===== src/rtl/noc_pkg.sv =====
// Shared NoC link definitions: packet layout, field widths/positions and the
// receive-controller state encoding.
package noc_pkg;

  localparam int PKT_W    = 35;
  localparam int ADDR_W   = 4;
  localparam int TYPE_W   = 2;
  localparam int DATA_W   = 25;
  localparam int DEST_LSB = 31;
  localparam int SRC_LSB  = 27;
  localparam int TYPE_LSB = 25;
  localparam int FIFO_W   = ADDR_W + TYPE_W + DATA_W;

  typedef enum logic [1:0] {
    IFMAP  = 2'b00,
    FILTER = 2'b01,
    PSUM   = 2'b10,
    SPIKE  = 2'b11
  } pkt_type_t;

  typedef struct packed {
    logic [ADDR_W-1:0] dest;
    logic [ADDR_W-1:0] src;
    pkt_type_t         ptype;
    logic [DATA_W-1:0] data;
  } noc_pkt_t;

  typedef enum logic {
    ST_IDLE = 1'b0,
    ST_ACK  = 1'b1
  } rx_state_t;

endpackage


===== src/rtl/depkt_fifo.sv =====
// First-word-fall-through FIFO for unpacked packets. The head output holds the
// last presented entry (or zero after reset) while the FIFO is empty.
module depkt_fifo #(
  parameter int DEPTH = 4,
  parameter int W     = 31
) (
  input  logic         clk,
  input  logic         reset,
  input  logic         push,
  input  logic [W-1:0] push_data,
  input  logic         pop,
  output logic         full,
  output logic         empty,
  output logic [W-1:0] head
);

  localparam int AW = $clog2(DEPTH);

  logic [AW:0]  wr_ptr_q, wr_ptr_d;
  logic [AW:0]  rd_ptr_q, rd_ptr_d;
  logic [W-1:0] hold_q, hold_d;
  logic [W-1:0] mem_q [DEPTH];
  logic         do_push, do_pop;

  // Pointers carry one extra wrap bit so full and empty are distinguishable.
  always_comb begin
    empty    = (wr_ptr_q == rd_ptr_q);
    full     = (wr_ptr_q[AW-1:0] == rd_ptr_q[AW-1:0]) && (wr_ptr_q[AW] != rd_ptr_q[AW]);
    do_push  = push && !full;
    do_pop   = pop && !empty;
    head     = empty ? hold_q : mem_q[rd_ptr_q[AW-1:0]];
    hold_d   = head;
    wr_ptr_d = wr_ptr_q + {{AW{1'b0}}, do_push};
    rd_ptr_d = rd_ptr_q + {{AW{1'b0}}, do_pop};
  end

  always_ff @(posedge clk) begin
    if (reset) begin
      wr_ptr_q <= '0;
      rd_ptr_q <= '0;
      hold_q   <= '0;
    end else begin
      wr_ptr_q <= wr_ptr_d;
      rd_ptr_q <= rd_ptr_d;
      hold_q   <= hold_d;
    end
  end

  always_ff @(posedge clk) begin
    if (do_push) begin
      mem_q[wr_ptr_q[AW-1:0]] <= push_data;
    end
  end

endmodule


===== src/rtl/depacketize_receive_controller.sv =====
// Receive endpoint of the NoC link: four-phase req/ack capture, destination
// check, FIFO buffering and valid/ready delivery. Define DEPKT_SYNC_EN to
// pass in_req through a 2-flop synchronizer.
module depacketize_receive_controller
  import noc_pkg::*;
#(
  parameter logic [3:0] NODE_ADDR = 4'd0,
  parameter int         DEPTH     = 4,
  parameter int         CNT_W     = 16
) (
  input  logic              clk,
  input  logic              reset,
  input  logic              in_req,
  input  logic [PKT_W-1:0]  in_data,
  output logic              in_ack,
  output logic              out_valid,
  input  logic              out_ready,
  output logic [ADDR_W-1:0] out_src,
  output logic [TYPE_W-1:0] out_type,
  output logic [DATA_W-1:0] out_data,
  output logic [CNT_W-1:0]  pkt_cnt,
  output logic              addr_err
);

  rx_state_t         state_q, state_d;
  noc_pkt_t          pkt;
  logic              req_s;
  logic              capture, match, fifo_push, fifo_pop, fifo_full, fifo_empty;
  logic [FIFO_W-1:0] head;
  logic [CNT_W-1:0]  cnt_q, cnt_d;
  logic              err_q, err_d;

`ifdef DEPKT_SYNC_EN
  logic [1:0] sync_q, sync_d;

  always_comb begin
    sync_d = {sync_q[0], in_req};
    req_s  = sync_q[1];
  end

  always_ff @(posedge clk) begin
    if (reset) sync_q <= '0;
    else       sync_q <= sync_d;
  end
`else
  assign req_s = in_req;
`endif

  always_comb begin
    pkt.dest  = in_data[DEST_LSB +: ADDR_W];
    pkt.src   = in_data[SRC_LSB +: ADDR_W];
    pkt.ptype = pkt_type_t'(in_data[TYPE_LSB +: TYPE_W]);
    pkt.data  = in_data[DATA_W-1:0];
  end

  // Misaddressed packets are acknowledged too so the link never stalls.
  always_comb begin
    capture   = (state_q == ST_IDLE) && req_s && !fifo_full;
    match     = (pkt.dest == NODE_ADDR);
    fifo_push = capture && match;
    fifo_pop  = !fifo_empty && out_ready;
    cnt_d     = fifo_push ? cnt_q + CNT_W'(1) : cnt_q;
    err_d     = err_q | (capture && !match);
  end

  always_ff @(posedge clk) begin
    if (reset) begin
      state_q <= ST_IDLE;
      cnt_q   <= '0;
      err_q   <= 1'b0;
    end else begin
      state_q <= state_d;
      cnt_q   <= cnt_d;
      err_q   <= err_d;
    end
  end

  always_comb begin
    state_d = state_q;
    case (state_q)
      ST_IDLE: if (req_s && !fifo_full) state_d = ST_ACK;
      ST_ACK:  if (!req_s)              state_d = ST_IDLE;
      default:                          state_d = ST_IDLE;
    endcase
  end

  always_comb begin
    in_ack    = (state_q == ST_ACK);
    out_valid = !fifo_empty;
    out_data  = head[DATA_W-1:0];
    out_type  = head[DATA_W +: TYPE_W];
    out_src   = head[DATA_W+TYPE_W +: ADDR_W];
    pkt_cnt   = cnt_q;
    addr_err  = err_q;
  end

  depkt_fifo #(
    .DEPTH (DEPTH),
    .W     (FIFO_W)
  ) u_fifo (
    .clk       (clk),
    .reset     (reset),
    .push      (fifo_push),
    .push_data ({pkt.src, pkt.ptype, pkt.data}),
    .pop       (fifo_pop),
    .full      (fifo_full),
    .empty     (fifo_empty),
    .head      (head)
  );

endmodule

===== config.mk =====
export PLATFORM = sky130hd
export DESIGN_NAME = depacketize_receive_controller
export DESIGN_NICKNAME = d
export VERILOG_FILES = /design/src/rtl/noc_pkg.sv /design/src/rtl/depkt_fifo.sv /design/src/rtl/depacketize_receive_controller.sv
export SDC_FILE = /design/constraint.sdc
export NUM_CORES = 1
export LEC_CHECK = 0
export BUFFER_PORTS_ARGS = -buffer_cell sky130_fd_sc_hd__buf_2
export CORE_ASPECT_RATIO = 1.75
export CORE_UTILIZATION = 45
export DETAILED_ROUTE_END_ITERATION = 10
export PLACE_DENSITY = 0.68
export SETUP_SLACK_MARGIN = 0.3
export SYNTH_ARGS = -nofsm -noshare
export SYNTH_HDL_FRONTEND = slang
export SYNTH_HIERARCHICAL = 1
export SYNTH_SLANG_ARGS = --single-unit

===== constraint.sdc =====
create_clock -name clk -period 5.8 [get_ports clk]
set_input_delay 1.16 -clock clk [delete_from_list [all_inputs] [get_ports clk]]
set_output_delay 1.16 -clock clk [all_outputs]
set_load 0.01 [all_outputs]

Word level (Yosys, flattened, before mapping)
Memories as Yosys holds them, arrays and structs flattened. A register that Yosys moved wholly into a read port is not among the register bits.
Index checks and enable logic that the tools add are counted.
{"block": "word_totals", "reg_bits": 55, "ram_bits": 124, "input_bits": 39, "out_inout_bits": 50, "elab_cells": 35, "memories": 1}
{"memory": "u_fifo.mem_q", "depth": 4, "width": 31, "read_ports": 1, "rd_ports_with_merged_regs": 1, "wr": 1, "line_no": "depkt_fifo.sv:22", "text": "logic [W-1:0] mem_q [DEPTH];"}
{"block": "classes", "n_addsub": 3, "eq_ne": 3, "muxes": 7, "bitwise_logic": 2, "n_reduce_logical": 13}
{"cell": "31-bit two-way mux", "n": 1}
{"cell": "16-bit by 1-bit adder with 16-bit output (second input constant)", "n": 1}
{"cell": "1-bit logical AND", "n": 9}
{"cell": "3-bit by 1-bit adder with 3-bit output", "n": 2}
{"cell": "4-bit logical NOT", "n": 1}
{"cell": "1-bit two-way mux", "n": 4}
{"cell": "3-bit == test", "n": 1}
{"cell": "1-bit logical NOT", "n": 3}
{"cell": "2-bit == test", "n": 1}
{"cell": "2-bit two-way mux", "n": 1}
{"cell": "1-bit case mux with 2 select lines", "n": 1}
{"cell": "1-bit != test", "n": 1}
{"cell": "1-bit inverter", "n": 1}
{"cell": "1-bit OR", "n": 1}

Longest topological paths before layout
{"block": "depth", "depth_word": 8, "ltp_mapped": 13}

Cells and area by module
Netlist, hierarchy kept.
{"mod": "depkt_fifo", "n_inst": 1, "cells_each": 374, "area_each_um2": 6647.6, "seq_area_each_um2": 4464.3}
{"mod": "depacketize_receive_controller", "n_inst": 1, "cells_each": 101, "area_each_um2": 828.3, "seq_area_each_um2": 360.3}

Worst setup path before layout
Ideal clock, no wire load.
{"block": "synth_path", "path_type": "input -> register", "startpoint": "input port in_data[32]", "endpoint": "memory u_fifo.mem_q[2][0], enable pin", "arrival_time_ns": 4.591, "t_required_ns": 5.336, "path_slack_ns": 0.744, "cell_stages": 5, "path_buffers": 1, "cell_sequence": "or4_1 -> buf_2 -> nor2_1 -> o31ai_4 -> nor3b_1"}
{"block": "synth_between", "elab_chain_cells": 5}
{"element": "from (decl)", "line_no": "depacketize_receive_controller.sv:14", "text": "input logic [PKT_W-1:0] in_data,"}
{"element": "4-bit logical NOT", "line_no": "depacketize_receive_controller.sv:59", "text": "match = (pkt.dest == NODE_ADDR);"}
{"element": "1-bit logical AND", "line_no": "depacketize_receive_controller.sv:60", "text": "fifo_push = capture && match;"}
{"element": "named net fifo_push", "line_no": "depacketize_receive_controller.sv:28", "text": "logic capture, match, fifo_push, fifo_pop, fifo_full, fifo_empty;"}
{"element": "1-bit logical AND", "line_no": "depkt_fifo.sv:29", "text": "do_push = push && !full;"}
{"element": "1-bit two-way mux", "line_no": "depkt_fifo.sv:50", "text": "if (do_push) begin"}
{"element": "1-bit two-way mux (implied by the code)", "line_no": "depkt_fifo.sv:51", "text": "mem_q[wr_ptr_q[AW-1:0]] <= push_data;"}
{"element": "to (decl)", "line_no": "depkt_fifo.sv:22"}
The timed path passes the listed nets, and every way through them passes these cells.

Worst setup path after layout
{"block": "layout_path", "startpoint": "register u_fifo.rd_ptr_q[1]", "endpoint": "memory u_fifo.mem_q[2][17], enable pin"}
{"block": "layout_between", "elab_chain_cells": 8}
{"element": "from (decl)", "line_no": "depkt_fifo.sv:20", "text": "logic [AW:0] rd_ptr_q, rd_ptr_d;"}
{"element": "from (signal assigned)", "line_no": "depkt_fifo.sv:44", "text": "rd_ptr_q <= rd_ptr_d;"}
{"element": "2-bit == test", "line_no": "depkt_fifo.sv:28", "text": "full = (wr_ptr_q[AW-1:0] == rd_ptr_q[AW-1:0]) && (wr_ptr_q[AW] != rd_ptr_q[AW]);"}
{"element": "1-bit logical AND", "line_no": "depkt_fifo.sv:28"}
{"element": "named net fifo_full", "line_no": "depacketize_receive_controller.sv:28"}
{"element": "1-bit logical NOT", "line_no": "depacketize_receive_controller.sv:58", "text": "capture = (state_q == ST_IDLE) && req_s && !fifo_full;"}
{"element": "1-bit logical AND", "line_no": "depacketize_receive_controller.sv:58"}
{"element": "1-bit logical AND", "line_no": "depacketize_receive_controller.sv:60"}
{"element": "named net fifo_push", "line_no": "depacketize_receive_controller.sv:28"}
{"element": "1-bit logical AND", "line_no": "depkt_fifo.sv:29"}
{"element": "1-bit two-way mux", "line_no": "depkt_fifo.sv:50"}
{"element": "1-bit two-way mux (implied by the code)", "line_no": "depkt_fifo.sv:51"}
The timed path passes the listed nets, and every way through them passes these cells.

==> metrics.md <==
| Metric | Value |
|---|---|
| Net switching power | approximately 520 uW |
| Fin. max-slew vios | 0 |
| Worst-path fanout max | 34 |
| Vias in the first global route | around 4400 |
| Leading cell type in the layout, fill and taps excluded | edfxtp_1 |
| Mapped Area | around 7500 sq um |
| Max Root-Sink Buffers | 2 |
| Syn Area/Cell | 15.74 sq um |
| Pin count of the biggest net entering global routing | 57 |
| Total GRT Usage | between 10% and 20% |
| Syn_nets | around 520 |
| First-pass GRT wire length | 23140 um |
| Leading area contributor after synthesis | edfxtp_1 |
| Ratio of cells with drive above 1 in the final layout | ~28% |
| XOR/XNOR Fraction of Synth Area | 2.444% |
| Fmax achieved | roughly 0.25 GHz |
| Num CTS Buffers | 17 |
| Syn. warnings | 6 |
| Cell area power density | 313.8 nW/um^2 |
| Post-Synth Simple-Gate Area | ~8.6% |
| Grt ovf | 0 |
| Row count | between 60 and 70 |
| Final Setup Violations | 0 |
| Vias | 4424 |
| Final Net Count | 599 |
| Clk Latency, worst-skew pair | 0.43 ns |
| Routed vias/inst | between 5 and 6 |
| Slew headroom | between 30% and 40% |
| Setup TNS Final | 0 ns |
| Cells after synthesis | approximately 480 |
| Hold-fix buffers, CTS | 0 |
| Die Span X | ~99 um |
| DRC | 0 |
| Worst hold path type | register to register |
| Full die area | ~17000 sq um |
| Mux contribution to synthesized area | 10.85% |
| Post_cts resized | 0 |
| Cell variety after synth | 38 |
| DR pass1 iterations | 4 |
| WL/cell | around 19 um |
| Root Buffer | clkbuf_16 |
| Post-Synth Adder-Cell Area | less than 1% |
| Floorplan core area | 16290 sq um |
| CTS Sinks | around 180 |
| Req. time, crit path | 5.87 ns |
| Initial Utilization | between 40% and 50% |
| CTS tree | built |
| IO Pins | 89 |
| Layout Area Growth over Synthesis | 14.21% |
| Area of the multi-input gates | ~2300 sq um |
| Initial antenna violation count | 0 |
| Initial DRC Count | a little over 200 |
| Synth top area share | between 40 and 50% |
| Compound-Gate Fraction of Synth Area | 7.515% |
| GPL Wtd Cong | between 0.7 and 0.8 |
| Status | finished, final reports clean |
| Critical path cell sequence | xor2_4, nor3_1, or3b_2, nor2_1, o31ai_4, nor3b_2, buf_4 |
| Die height | 172.5 um |
| Post-DP HPWL | around 9600 um |
| Crit path kind | register to register |
| # diodes | 0 |
| Power share of the clock group | between 40% and 50% |
| Power share of the combinational group | 2.2% |
| Largest family of logic cells by synthesized area | multiplexers |
| Port bufs | 88 |
| Internal power | 2.159 mW |
| Critical Path AT | ~4.2 ns |
| Worst vdd ir | 283.7 uV |
| Most frequent cells in the layout | edfxtp_1, buf_2, dfxtp_1 |
| Post-layout minimum cycle time | ~4.1 ns |
| RSZ-0062 raised after global routing | no |
| Yosys reg bits | about 180 |
| Filler cells | between 1000 and 1500 |
| Top cells by area, synth | edfxtp_1, dfxtp_1, mux4_1 |
| Final ANT Viol Nets | 0 |
| Clk_skew | around 0.0089 ns |
| Element type at the critical path end | register |
| Crit-path slowest cell | dfxtp_2 |
| Final WL | 14600 um |
| Reg area | about 4800 sq um |
| Sequential area share after synthesis | approximately 65% |
| Clk pin slew, worst setup/hold paths | approximately 0.06 ns |
| LEAKAGE | 3.230 nW |
| Post-route cell area | between 8000 and 9000 sq um |
| Post-CTS setup buffers | 0 |
| Slowest stage delay, CP | approximately 0.93 ns |
| Crit start category | register |
| Period utilisation layout | around 70% |
| Slew @ Worst Pin | 1.048 ns |
| Sw Share | 19.43% |
| Max H-tree Level | 4 |
| Max-cap check violation count | 0 |
| Dpl cell area | a little under 8000 sq um |
| Share of power burned in registers | between 50 and 60% |
| Final hold violation count | 0 |
kinds of logic (layout without fill, tap and decap cells):
group,Yosys count,after routing
AOI/OAI and AO/OA,82,82
DFF,179,179
adders and majority gates,5,5
xor gates and xnor gates,14,14
muxes,32,32
buffers and inverters,41,134
and+or+nand+nor,122,122
cells in the mapped netlist, drive strengths merged:
master	instances
nor3b	3
and3	1
mux2	1
or3b	1
and4	2
nor2	13
or4	3
nand2	36
edfxtp	124
nor2b	7
inv	5
a31oi	1
o21ai	9
xor2	3
nor3	4
xnor2	11
nand3	6
o31ai	32
nand4	35
buf	13
dfxtp	55
or3	8
mux4	31
a21oi	40
nor4	2
ha	5
and2	1
clkbuf	23
layer usage:
layer | track usage (%) | vias up | wire (um)
li1 | - | 2046 | -
met1 | 19.45 | 2199 | 5388
met2 | 32.49 | 147 | 7976
met4 | 8.517 | 0 | 414
met3 | 4.429 | 32 | 819
met5 | 0 | - | 0
final timing paths:
kind,cells past startpoint,end,startpoint,slack [ns]
worst max-delay path,7,u_fifo/mem_q[2][17],u_fifo/rd_ptr_q[1],1.72
worst min-delay path,2,u_fifo/hold_q[30],u_fifo/hold_q[30],0.48
worst min register to register,2,u_fifo/hold_q[30],u_fifo/hold_q[30],0.48
worst max register to register,7,u_fifo/mem_q[2][17],u_fifo/rd_ptr_q[1],1.72
registers in the layout, summed over array words and instances, names as in the netlist:
signal	cells
u_fifo/hold_q	31
u_fifo/mem_q	124
u_fifo/wr_ptr_q	3
u_fifo/rd_ptr_q	3
in_ack	1
addr_err	1
pkt_cnt	16
area by class of cell:
class | instances | area share, %
Tap cell | 192 | 2.814
Multi-Input combinational cell | 255 | 26.88
Sequential cell | 179 | 56.54
Inverter | 5 | 0.2198
Clock inverter | 15 | 2.623
Clock buffer | 17 | 4.982
Timing Repair Buffer | 97 | 5.950
critical path, delay by kind of cell (launching register included):
family,cells,cell delay [ns]
buffers and inverters,1,0.44
AO/OA/AOI/OAI,1,0.17
flip-flops,1,0.93
XOR/XNOR,1,0.85
AND/OR/NAND/NOR,4,1.31
through the flow:
step | cells | worst slack, ns | utilization (%) | hold slack [ns] | power, mW
after floorplan | 475 | 0.7444 | - | 0.4564 | 1.427
after global placement | 728 | 1.869 | 48.43 | 0.4635 | 1.457
after detailed placement | 728 | 1.748 | 48.43 | 0.4735 | 1.459
after CTS | 760 | 1.696 | 52.41 | 0.4811 | 2.705
after global routing | 760 | 1.481 | 52.41 | 0.5046 | 2.756
final | 760 | 1.720 | 52.41 | 0.4796 | 2.679
power groups by stage:
| stage | sequential [mW] | combinational (mW) | clock (mW) |
|---|---|---|---|
| 5_1_grt | 1.37 | 0.0651 | 1.32 |
| 3_3_place_gp | 1.40 | 0.0576 | 0 |
| 2_1_floorplan | 1.40 | 0.0266 | 0 |
| 6_report | 1.37 | 0.0588 | 1.25 |
| 3_5_place_dp | 1.40 | 0.0598 | 0 |
| 4_1_cts | 1.37 | 0.0600 | 1.27 |
Power figures use the tool's default switching activity.
